[config.mk]
export PLATFORM = sky130hd
export DESIGN_NAME = fpga_status_led_ctrl
export DESIGN_NICKNAME = d
export VERILOG_FILES = /design/src/rtl/fpga_status_led_ctrl.sv
export SDC_FILE = /design/constraint.sdc
export NUM_CORES = 1
export LEC_CHECK = 0
export BUFFER_PORTS_ARGS = -buffer_cell sky130_fd_sc_hd__buf_2
export CORE_AREA = 3 3 60 118
export CTS_CLUSTER_DIAMETER = 200
export DETAILED_ROUTE_END_ITERATION = 16
export DIE_AREA = 0 0 63 121
export PLACE_DENSITY = 0.75
export SLEW_MARGIN = 20
export SYNTH_ARGS = -nofsm -noshare
export SYNTH_HDL_FRONTEND = slang
export SYNTH_SLANG_ARGS = --single-unit
[constraint.sdc]
create_clock -name clk_i -period 1.7 [get_ports clk_i]
set_input_delay 0.085 -clock clk_i [delete_from_list [all_inputs] [get_ports clk_i]]
set_output_delay 0.085 -clock clk_i [all_outputs]
set_load 0.01 [all_outputs]
[src/rtl/fpga_status_led_ctrl.sv]
// Status LED controller: free-running blink counter, per-channel LED modes and a latched program-exit code.
// LED and heartbeat outputs are registered with one cycle of latency. There is no backpressure; inputs are sampled every cycle.
module fpga_status_led_ctrl #(
  parameter int NUM_LED   = 4,
  parameter int CNT_WIDTH = 27
) (
  input  logic                   clk_i,
  input  logic                   rst_i,
  input  logic [2*NUM_LED-1:0]   mode_i,
  input  logic                   exit_valid_i,
  input  logic [31:0]            exit_value_i,
  input  logic                   clear_i,
  output logic [NUM_LED-1:0]     led_o,
  output logic                   heartbeat_o,
  output logic                   exit_latched_o,
  output logic [31:0]            exit_code_o
);

  localparam logic [1:0] ST_RUN  = 2'd0;
  localparam logic [1:0] ST_PASS = 2'd1;
  localparam logic [1:0] ST_FAIL = 2'd2;

  logic [1:0]           state_q, state_d;
  logic [CNT_WIDTH-1:0] cnt_q;
  logic [NUM_LED-1:0]   led_q, led_d;
  logic                 hb_q;
  logic                 latched_q, latched_d;
  logic [31:0]          code_q, code_d;
  logic                 slow, fast;

  assign slow = cnt_q[CNT_WIDTH-1];
  assign fast = cnt_q[CNT_WIDTH-3];

  // clear_i has priority over a same-cycle exit strobe; only RUN accepts a new code.
  always_comb begin
    state_d   = state_q;
    latched_d = latched_q;
    code_d    = code_q;
    if (clear_i) begin
      state_d   = ST_RUN;
      latched_d = 1'b0;
      code_d    = 32'd0;
    end else if (state_q == ST_RUN && exit_valid_i) begin
      latched_d = 1'b1;
      code_d    = exit_value_i;
      state_d   = (exit_value_i == 32'd0) ? ST_PASS : ST_FAIL;
    end
  end

  // LEDs follow the state being entered so they change on the same edge as the exit latch.
  always_comb begin
    led_d = '0;
    case (state_d)
      ST_PASS: led_d = '1;
      ST_FAIL: led_d = {NUM_LED{fast}};
      default: begin
        for (int k = 0; k < NUM_LED; k++) begin
          case (mode_i[2*k +: 2])
            2'b00:   led_d[k] = 1'b0;
            2'b01:   led_d[k] = 1'b1;
            2'b10:   led_d[k] = slow;
            default: led_d[k] = fast;
          endcase
        end
      end
    endcase
  end

  always_ff @(posedge clk_i or posedge rst_i) begin
    if (rst_i) begin
      state_q   <= ST_RUN;
      cnt_q     <= '0;
      led_q     <= '0;
      hb_q      <= 1'b0;
      latched_q <= 1'b0;
      code_q    <= 32'd0;
    end else begin
      state_q   <= state_d;
      cnt_q     <= cnt_q + CNT_WIDTH'(1);
      led_q     <= led_d;
      hb_q      <= slow;
      latched_q <= latched_d;
      code_q    <= code_d;
    end
  end

  assign led_o          = led_q;
  assign heartbeat_o    = hb_q;
  assign exit_latched_o = latched_q;
  assign exit_code_o    = code_q;

endmodule

==> impl_metrics.csv, run 1 <==
group,metric,value,unit
floorplanning,start_util,46.5,%
layout,fin_cells,501,
grt,grt_pass1_vias,2621,
grt,track_usage,20.5,%
setup_path,crit_path_max_fanout,5,
synthesis,synth-warning-count,0,
place,dp_hpwl,5000,um
floorplanning,dieArea,7620,um2
floorplanning,io_pins,82,
timing,period_needed,1.73,ns
synthesis,synth_top_family_by_area,"simple AND/OR/NAND/NOR gates",
timing,worst_pin_slew,0.487,ns
grt,grt_pass1_wl,12000,um
layout,final_common_cell,"buf_2",
timing,timing.slew.headroom,67.3,%
drt,dr.pass1.iters,5,
timing,period_share,102,%
grt,gr-total-overflow,0,
timing,max_freq,579,MHz
floorplanning,core,6310,um2
timing,setup_slack,-0.0262,ns
layout,final_util,64.3,%
timing,hold_viol,0,
synthesis,ys_seq_area_share,57.1,%
power_and_ir_drop,irDropWorstVdd,0.627,mV
clock_tree,cts.htree.levels,3,
synthesis,async_flop_share,100,%
drt,wirelength,7320,um
timing,rsz0062_at_grt,"true",
synthesis,yosys_most_used_dff,"dfrtp_1",
layout,final_cell_mix,"81 x buf_2, 72 x nand2_1, 67 x dfrtp_1, 34 x a21oi_1",
place,portBuffers,81,
drt,first_iter_violations,199,
setup_path,r2r_start,"state_q[1]$_DFF_PP0_",
layout,finalNetCount,457,
drt,viasPerCell,5.20,
floorplanning,die_y,121,um
clock_tree,path_clk_slew,0.05,ns
setup_path,cp.required,1.91,ns
timing,setup_viol,4,
run,drv_cap,0,
synthesis,netlist_area,2940,um2
place,dp_slack,-0.281,ns
synthesis,synth_edf_count,0,
setup_path,path_class,"flip-flop to flip-flop",
layout,area_growth,38.2,%
synthesis,synth_compound_area_share,9.21,%
setup_path,startpoint_type,"flip-flop",
synthesis,synthMuxAreaShare,0,%
setup_path,critical_path.endpoint_type,"flip-flop",
synthesis,ys_ff_latch,67,
place,gp_congestion,0.755,
min_path,hold_path_class,"input port to flip-flop",
grt,antenna_found_initial,0,
floorplanning,row_count,41,
layout,final_area,4060,um2
drt,met2_length,3990,um
drt,drt.antenna.violating_nets,0,
run_status,violations,"negative setup slack",
layout,seq_area,1680,um2
drt,vias,2605,
timing,fin_skew,0.00836,ns
power_and_ir_drop,p_per_area,947,nW/um2
synthesis,syn_nets,342,
clock_tree,cts_buffer_depth,2,
clock_tree,clock_latency,0.33,ns
synthesis,synthAdderAreaFrac,1.28,%
timing,slew_viol_final,0,
clock_tree,root_buffer,"clkbuf_16",
synthesis,synth_xor_area_share,7.46,%
setup_path,worstPathArrival,1.94,ns
synthesis,netlist_instances,295,
place,dp.cells,467,
layout,n_antenna_cell,0,
place,dpl_cell_area,3570,um2
timing,fin_setup_tns,-0.0902,ns
power_and_ir_drop,total_leakage_power,2.04,nW
clock_tree,cts_sinks,67,
clock_tree,numCtsBuffers,9,
drt,wire_per_inst,14.6,um
drt,wl_met1,2710,um
grt,grt_max_degree,68,
drt,route.detailed.drc,0,
layout,drive_above_1_share,30.1,%
synthesis,synth-simple-area-share,22.5,%
synthesis,syn_avg_cell_area,9.95,um2
setup_path,startpoint,"state_q[1]$_DFF_PP0_",
layout,multi_input_area,1230,um2
min_path,hp-start,"exit_value_i[19]",
drt,wl_met3,316,um
synthesis,synth_cell_types,29,
run_status,status,"finished with violations",
drt,top_layer_used,"met4",
clock_tree,cts_tree,"built",
floorplanning,fp.dieW,63,um
layout,fillers,494,
worst max-delay path, stage by stage (launching register included):
cell     delay [ns]
dfrtp_1        0.40
nor3b_4        0.24
nand3_2        0.15
o31a_1         0.31
ha_4           0.31
nor2_4         0.05
a21o_1         0.15
where the power goes:
group | leakage, nW | internal, mW | switching (mW) | total, mW
sequential | 0.900 | 1.65 | 0.0242 | 1.67
combinational | 0.998 | 0.160 | 0.207 | 0.367
clock | 0.145 | 1.17 | 0.641 | 1.81
total | 2.04 | 2.97 | 0.872 | 3.84
path summary, 6_finish.rpt:
path / endpoint / slack, ns / cells after the start
max: led_o[3]$_DFF_PP0_ / -0.03 / 6
min: exit_code_o[19]$_DFFE_PP0P_ / 0.01 / 3
max in group asynchronous: cnt_q[24]$_DFF_PP0_ / 1.02 / 4
max reg2reg: led_o[3]$_DFF_PP0_ / -0.03 / 6
min in group asynchronous: exit_code_o[11]$_DFFE_PP0P_ / 0.39 / 4
min reg2reg: cnt_q[0]$_DFF_PP0_ / 0.45 / 1
kinds of logic after synthesis:
| family | Yosys count |
|---|---|
| and+or+nand+nor | 131 |
| DFF | 67 |
| AOI/OAI and AO/OA | 50 |
| xor gates and xnor gates | 25 |
| buffers and inverters | 19 |
| adders and majority gates | 3 |
cells in the mapped netlist (all sizes together), types with 2 or more instances:
cell type | count | area [um2]
nor4 | 11 | 114
nor3 | 2 | 10.0
nand2 | 73 | 277
o21ai | 7 | 35.0
dfrtp | 67 | 1680
xor2 | 9 | 78.8
nand4 | 8 | 65.1
nand3 | 13 | 65.1
a21o | 4 | 30.0
ha | 3 | 37.5
clkbuf | 9 | 33.8
and3 | 7 | 43.8
inv | 9 | 33.8
nor2 | 12 | 45.0
a21oi | 35 | 175
xnor2 | 16 | 140
routing by layer:
metal  global-route usage [%]  up-vias
li1                         -     1224
met1                     20.0     1281
met2                     37.9       78
met3                     5.00       22
met4                     12.7        0
met5                        0        -
registers in the layout (all words and copies together), names as in the netlist:
register	cells
led_o	4
state_q	2
heartbeat_o	1
exit_latched_o	1
cnt_q	27
exit_code_o	32
layout make-up:
cell class / instances / share of cell area, %
Multi-Input combinational cell: 209 / 30.4
Clock buffer: 11 / 5.98
Sequential cell: 67 / 41.3
Tap cell: 86 / 2.65
Timing Repair Buffer: 114 / 17.4
Clock inverter: 5 / 1.30
Inverter: 9 / 0.925
repair_timing:
item,CTS,global route
resized for setup,2,1
pin swaps,3,2
endpoints found under the setup margin,4,10
endpoints found under the hold margin,82,0
setup buffers,1,1
hold buffers,16,0
stage by stage:
stage	hold slack [ns]	power, mW
floorplan	0.216	1.86
global placement	0.199	2.02
detailed placement	0.207	2.03
CTS	0.0000147	3.88
global route	0.0218	4.00
finish	0.0140	3.84
Note: power is estimated with default switching activity, not from simulation.
==> run 2: changes to the inputs <==
--- a/config.mk
+++ b/config.mk
@@ -11,6 +11,7 @@
 export DETAILED_ROUTE_END_ITERATION = 16
 export DIE_AREA = 0 0 63 121
 export PLACE_DENSITY = 0.75
+export REMOVE_ABC_BUFFERS = 1
 export SLEW_MARGIN = 20
 export SYNTH_ARGS = -nofsm -noshare
 export SYNTH_HDL_FRONTEND = slang
==> constraint.sdc (replaced) <==
create_clock -name clk_i -period 1.7 [get_ports clk_i]
set_input_delay 0 -clock clk_i [delete_from_list [all_inputs] [get_ports clk_i]]
set_output_delay 0 -clock clk_i [all_outputs]
set_load 0.01 [all_outputs]
==> run 2 against run 1 <==
Hold slack better by 0.022 ns. Critical path type unchanged. Clock-buffer cell count unchanged. Highest routed layer unchanged. Largest cell class unchanged. Non-clock buffer count up 16. Register-to-register slack better by 0.04 ns. The run now ends clean. Critical endpoint is now led_o[1]$_DFF_PP0_.
==> impl_metrics.csv, run 2 (same netlist as run 1, synthesis figures left out) <==
group,metric,value,unit
setup_path,cp.required,1.92,ns
power_and_ir_drop,total_leakage_power,2.13,nW
floorplanning,io_pins,82,
layout,final_area,4250,um2
run_status,status,"complete, no violations",
drt,wire_per_inst,15.8,um
power_and_ir_drop,p_int,3.18,mW
setup_path,r2r_cells,7,
timing,fin_setup_tns,0,ns
grt,track_usage,22.2,%
layout,n_antenna_cell,0,
grt,antenna_found_initial,0,
layout,final_util,67.3,%
power_and_ir_drop,seq_power_share,41.0,%
place,gp_congestion,0.750,
timing,hold_viol,0,
timing,period_share,99.3,%
clock_tree,path_clk_slew,0.05,ns
clock_tree,cts_tree,"built",
drt,vias,2687,
grt,grt_pass1_vias,2782,
place,dpl_cell_area,3560,um2
setup_path,ff2ff_setup_slack,0.01,ns
setup_path,worstPathArrival,1.91,ns
power_and_ir_drop,irDropWorstVdd,0.625,mV
timing,slew_viol_final,0,
power_and_ir_drop,p_switching,900,uW
clock_tree,cts_buffer_depth,2,
timing,worst_pin_slew,0.441,ns
drt,dr.pass1.iters,4,
layout,largest_reg_flops,32,
layout,fin_cells,517,
timing,fin_skew,0.00371,ns
clock_tree,cts.htree.levels,3,
drt,wirelength,8170,um
layout,final_common_cell,"buf_2",
setup_path,crit_path_max_fanout,4,
place,portBuffers,81,
drt,first_iter_violations,267,
setup_path,reg2reg_to,"led_o[1]$_DFF_PP0_",
drt,route.detailed.drc,0,
timing,timing.slew.headroom,70.4,%
layout,final_cell_mix,"81 x buf_2, 72 x nand2_1, 67 x dfrtp_1, 34 x a21oi_1, 31 x dlygate4sd3_1",
timing,rsz0062_at_grt,"true",
min_path,hold_path_depth,4,
power_and_ir_drop,power,4.08,mW
power_and_ir_drop,combinationalPowerShare,9.9,%
power_and_ir_drop,p_per_area,961,nW/um2
layout,fillers,468,
setup_path,path_class,"flip-flop to flip-flop",
min_path,hold_end,"led_o[3]$_DFF_PP0_",
timing,period_needed,1.69,ns
setup_path,startpoint_type,"flip-flop",
clock_tree,numCtsBuffers,9,
floorplanning,start_util,46.5,%
layout,area_growth,44.8,%
layout,drive_above_1_share,29.9,%
grt,grt_max_degree,68,
floorplanning,row_count,41,
drt,drt.antenna.violating_nets,0,
floorplanning,die_y,121,um
place,dp.cells,469,
clock_tree,root_buffer,"clkbuf_16",
grt,gr-total-overflow,0,
clock_tree,cts_sinks,67,
power_and_ir_drop,power_frac_clock,49.2,%
setup_path,critical_path.endpoint_type,"flip-flop",
clock_tree,clock_latency,0.33,ns
floorplanning,core,6310,um2
run,drv_cap,0,
floorplanning,fp.dieW,63,um
grt,grt_pass1_wl,13000,um
timing,max_freq,592,MHz
timing,setup_viol,0,
drt,viasPerCell,5.20,
power_and_ir_drop,swShare,22.0,%
min_path,hold_path_class,"input port to flip-flop",
layout,finalNetCount,473,
place,dp_hpwl,4870,um
setup_path,r2r_start,"state_q[1]$_DFF_PP0_",
min_path,hp-start,"mode_i[6]",
floorplanning,dieArea,7620,um2
==> run 2: worst max path at each step <==
stage | start | to | slack (ns)
floorplan | state_q[1]$_DFF_PP0_ | led_o[0]$_DFF_PP0_ | -1.03
global placement | exit_value_i[26] | led_o[0]$_DFF_PP0_ | -0.34
detailed placement | exit_value_i[26] | led_o[1]$_DFF_PP0_ | -0.40
CTS | state_q[0]$_DFF_PP0_ | led_o[1]$_DFF_PP0_ | -0.03
global route | state_q[0]$_DFF_PP0_ | led_o[1]$_DFF_PP0_ | -0.07
finish | state_q[1]$_DFF_PP0_ | led_o[1]$_DFF_PP0_ | 0.01
==> run 2: power by group through the flow <==
| stage | Combinational, mW | Clock [mW] | Sequential, mW |
|---|---|---|---|
| after floorplan | 0.116 | 0 | 1.72 |
| after global routing | 0.443 | 2.10 | 1.68 |
| after detailed placement | 0.326 | 0 | 1.70 |
| after CTS | 0.386 | 2.03 | 1.67 |
| final | 0.403 | 2.01 | 1.67 |
| after global placement | 0.320 | 0 | 1.70 |
==> run 2: metrics by stage <==
| step | hold slack, ns | worst slack (ns) |
|---|---|---|
| finish | 0.0358 | 0.0119 |
| global route | 0.0474 | -0.0742 |
| CTS | -0.0645 | -0.0291 |
| detailed placement | 0.0972 | -0.399 |
| global placement | 0.0906 | -0.337 |
| floorplan | 0.0631 | -1.03 |
==> run 2: critical path, stage by stage, from the launching register on <==
cell,delay (ns)
dfrtp_1,0.40
nor3b_4,0.23
nand3_2,0.12
o31a_1,0.29
ha_4,0.17
a21oi_2,0.14
nor2_2,0.07
a21o_1,0.15
==> run 2: repair_timing <==
item	in CTS	in global routing
gates resized for setup	5	3
hold buffers	30	1
endpoints found under the setup margin	4	10
hold endpoints to repair	97	1
setup buffers	0	1
pin swaps	3	4
==> run 2: cell type report <==
type	instances	area [um2]	area share (%)
Clock inverter	5	75.1	1.77
Clock buffer	11	253	5.95
Sequential cell	67	1680	39.5
Tap cell	86	108	2.53
Multi-Input combinational cell	209	1240	29.1
Timing Repair Buffer	130	867	20.4
Inverter	9	33.8	0.795
==> run 2: layer usage <==
layer	track usage, %	up-vias	wire length, um
met3	5.47	31	471
met2	40.4	120	4520
met1	22.1	1273	2870
met4	13.3	0	310
met5	0	-	0
li1	-	1263	-
==> run 3: changes to the inputs <==
--- a/config.mk
+++ b/config.mk
@@ -10,9 +10,8 @@
 export CTS_CLUSTER_DIAMETER = 200
 export DETAILED_ROUTE_END_ITERATION = 16
 export DIE_AREA = 0 0 63 121
-export PLACE_DENSITY = 0.75
+export PLACE_DENSITY_LB_ADDON = 0.15
 export REMOVE_ABC_BUFFERS = 1
-export SLEW_MARGIN = 20
 export SYNTH_ARGS = -nofsm -noshare
 export SYNTH_HDL_FRONTEND = slang
 export SYNTH_SLANG_ARGS = --single-unit
==> run 3 against run 2 <==
The flow now finishes with violations (negative setup slack). Register-to-register slack lost 0.02 ns. Clock skew up 0.0042 ns. Core utilization fell by 1.2 points.
==> impl_metrics.csv, run 3 (same netlist as run 1, synthesis figures left out) <==
group,metric,value,unit
run_status,status,"finished with violations",
run_status,violations,"negative setup slack",
grt,gr-total-overflow,0,
grt,antenna_found_initial,0,
drt,top_layer_used,"met4",
layout,drive_above_1_share,28.6,%
floorplanning,row_count,41,
floorplanning,core,6310,um2
timing,fin_setup_tns,-0.0179,ns
layout,n_antenna_cell,0,
setup_path,critical_path.endpoint_type,"flip-flop",
floorplanning,die_y,121,um
power_and_ir_drop,irDropWorstVdd,0.640,mV
layout,area_growth,42.2,%
place,dpl_cell_area,3560,um2
drt,wl_met3,390,um
layout,final_util,66.2,%
layout,final_cell_mix,"81 x buf_2, 72 x nand2_1, 67 x dfrtp_1, 34 x a21oi_1, 31 x dlygate4sd3_1",
place,portBuffers,81,
place,dp_slack,-0.362,ns
timing,setup_slack,-0.00819,ns
setup_path,path_class,"flip-flop to flip-flop",
place,gp_congestion,0.732,
power_and_ir_drop,p_switching,841,uW
timing,period_share,100,%
floorplanning,dieArea,7620,um2
min_path,hold_path_class,"input port to flip-flop",
power_and_ir_drop,swShare,23.0,%
power_and_ir_drop,combinationalPowerShare,10.7,%
drt,met2_length,3920,um
layout,fillers,517,
power_and_ir_drop,p_per_area,875,nW/um2
drt,wl_met1,2680,um
power_and_ir_drop,p_int,2.81,mW
floorplanning,start_util,46.5,%
power_and_ir_drop,power_frac_clock,43.5,%
power_and_ir_drop,total_leakage_power,2.10,nW
timing,max_freq,585,MHz
drt,wirelength,7110,um
drt,dr.pass1.iters,4,
grt,grt_pass1_vias,2668,
setup_path,worstPathArrival,1.92,ns
setup_path,startpoint_type,"flip-flop",
timing,hold_viol,0,
layout,final_area,4170,um2
clock_tree,cts_buffer_depth,2,
clock_tree,cts.htree.levels,3,
drt,viasPerCell,4.98,
timing,slew_viol_final,0,
grt,track_usage,20.8,%
drt,drt.antenna.violating_nets,0,
layout,finalNetCount,472,
clock_tree,root_buffer,"clkbuf_16",
timing,timing.slew.headroom,70.1,%
floorplanning,fp.dieW,63,um
clock_tree,clock_latency,0.33,ns
floorplanning,io_pins,82,
clock_tree,path_clk_slew,0.05,ns
drt,wire_per_inst,13.8,um
timing,timing.hold.ws,0.0356,ns
setup_path,cp.required,1.91,ns
grt,grt_max_degree,68,
place,dp_hpwl,4730,um
run,drv_cap,0,
layout,largest_reg_flops,32,
drt,vias,2572,
clock_tree,cts_tree,"built",
clock_tree,cts_sinks,67,
timing,worst_pin_slew,0.444,ns
power_and_ir_drop,seq_power_share,45.8,%
layout,final_common_cell,"buf_2",
clock_tree,numCtsBuffers,9,
drt,route.detailed.drc,0,
timing,setup_viol,3,
timing,period_needed,1.71,ns
timing,fin_skew,0.00790,ns
drt,first_iter_violations,181,
setup_path,crit_path_max_fanout,4,
grt,grt_pass1_wl,12400,um
timing,rsz0062_at_grt,"true",
==> run 3: cell types whose count changed in the layout (fill, tap and decap cells not counted), sizes merged <==
cell,delta
buf,-1
bufinv,-2
clkbuf,+2
==> run 3: per-layer routing <==
layer	up-vias	track usage, %
met4	0	9.13
li1	1262	-
met2	64	36.3
met1	1238	24.0
met3	8	4.54
met5	-	0
==> run 3: per-stage QoR <==
stage	power, mW	cells
6_report	3.65	516
3_5_place_dp	2.03	468
3_3_place_gp	2.02	468
2_1_floorplan	1.84	285
4_1_cts	3.70	515
5_1_grt	3.83	516
==> run 3: critical path, cell delays in order (launching register included) <==
cell and delay [ns]:
dfrtp_1 0.40, nor3b_4 0.24, nand3_2 0.13, o31a_1 0.30, ha_4 0.17, a21oi_2 0.13
nor2_2 0.06, a21o_1 0.15
==> run 3: power by group through the flow <==
stage / clock network [mW] / registers [mW] / logic (mW)
6_report: 1.59 / 1.67 / 0.392
3_3_place_gp: 0 / 1.70 / 0.325
2_1_floorplan: 0 / 1.72 / 0.116
4_1_cts: 1.64 / 1.67 / 0.390
5_1_grt: 1.72 / 1.67 / 0.437
3_5_place_dp: 0 / 1.70 / 0.330
==> run 3: cell type report <==
type,instances,area (um2),area share [%]
Clock buffer,13,240,5.76
Clock inverter,3,15.0,0.360
Inverter,9,33.8,0.809
Multi-Input combinational cell,209,1230,29.4
Sequential cell,67,1680,40.2
Tap cell,86,108,2.58
Timing Repair Buffer,129,872,20.9
==> run 3: what timing repair did <==
| item | 4_1_cts | 5_1_grt |
|---|---|---|
| gates resized for setup | 4 | 3 |
| hold buffers | 31 | 0 |
| gates cloned | 0 | 0 |
| endpoints found under the hold margin | 97 | 0 |
| setup endpoints to repair | 4 | 6 |
| buffers inserted | 0 | 1 |
| pin swaps | 3 | 3 |
==> run 3: path summary, 6_finish.rpt <==
check                                      from              endpoint  slack, ns  cells after the start
setup / recovery           state_q[0]$_DFF_PP0_    led_o[3]$_DFF_PP0_     -0.008                      7
hold / removal                 exit_value_i[22]  state_q[0]$_DFF_PP0_       0.04                      4
setup reg to reg           state_q[0]$_DFF_PP0_    led_o[3]$_DFF_PP0_     -0.008                      7
hold reg to reg              cnt_q[0]$_DFF_PP0_    cnt_q[0]$_DFF_PP0_       0.46                      1
max in group asynchronous                 rst_i   cnt_q[21]$_DFF_PP0_       1.12                      4
min in group asynchronous                 rst_i   cnt_q[10]$_DFF_PP0_       0.29                      4
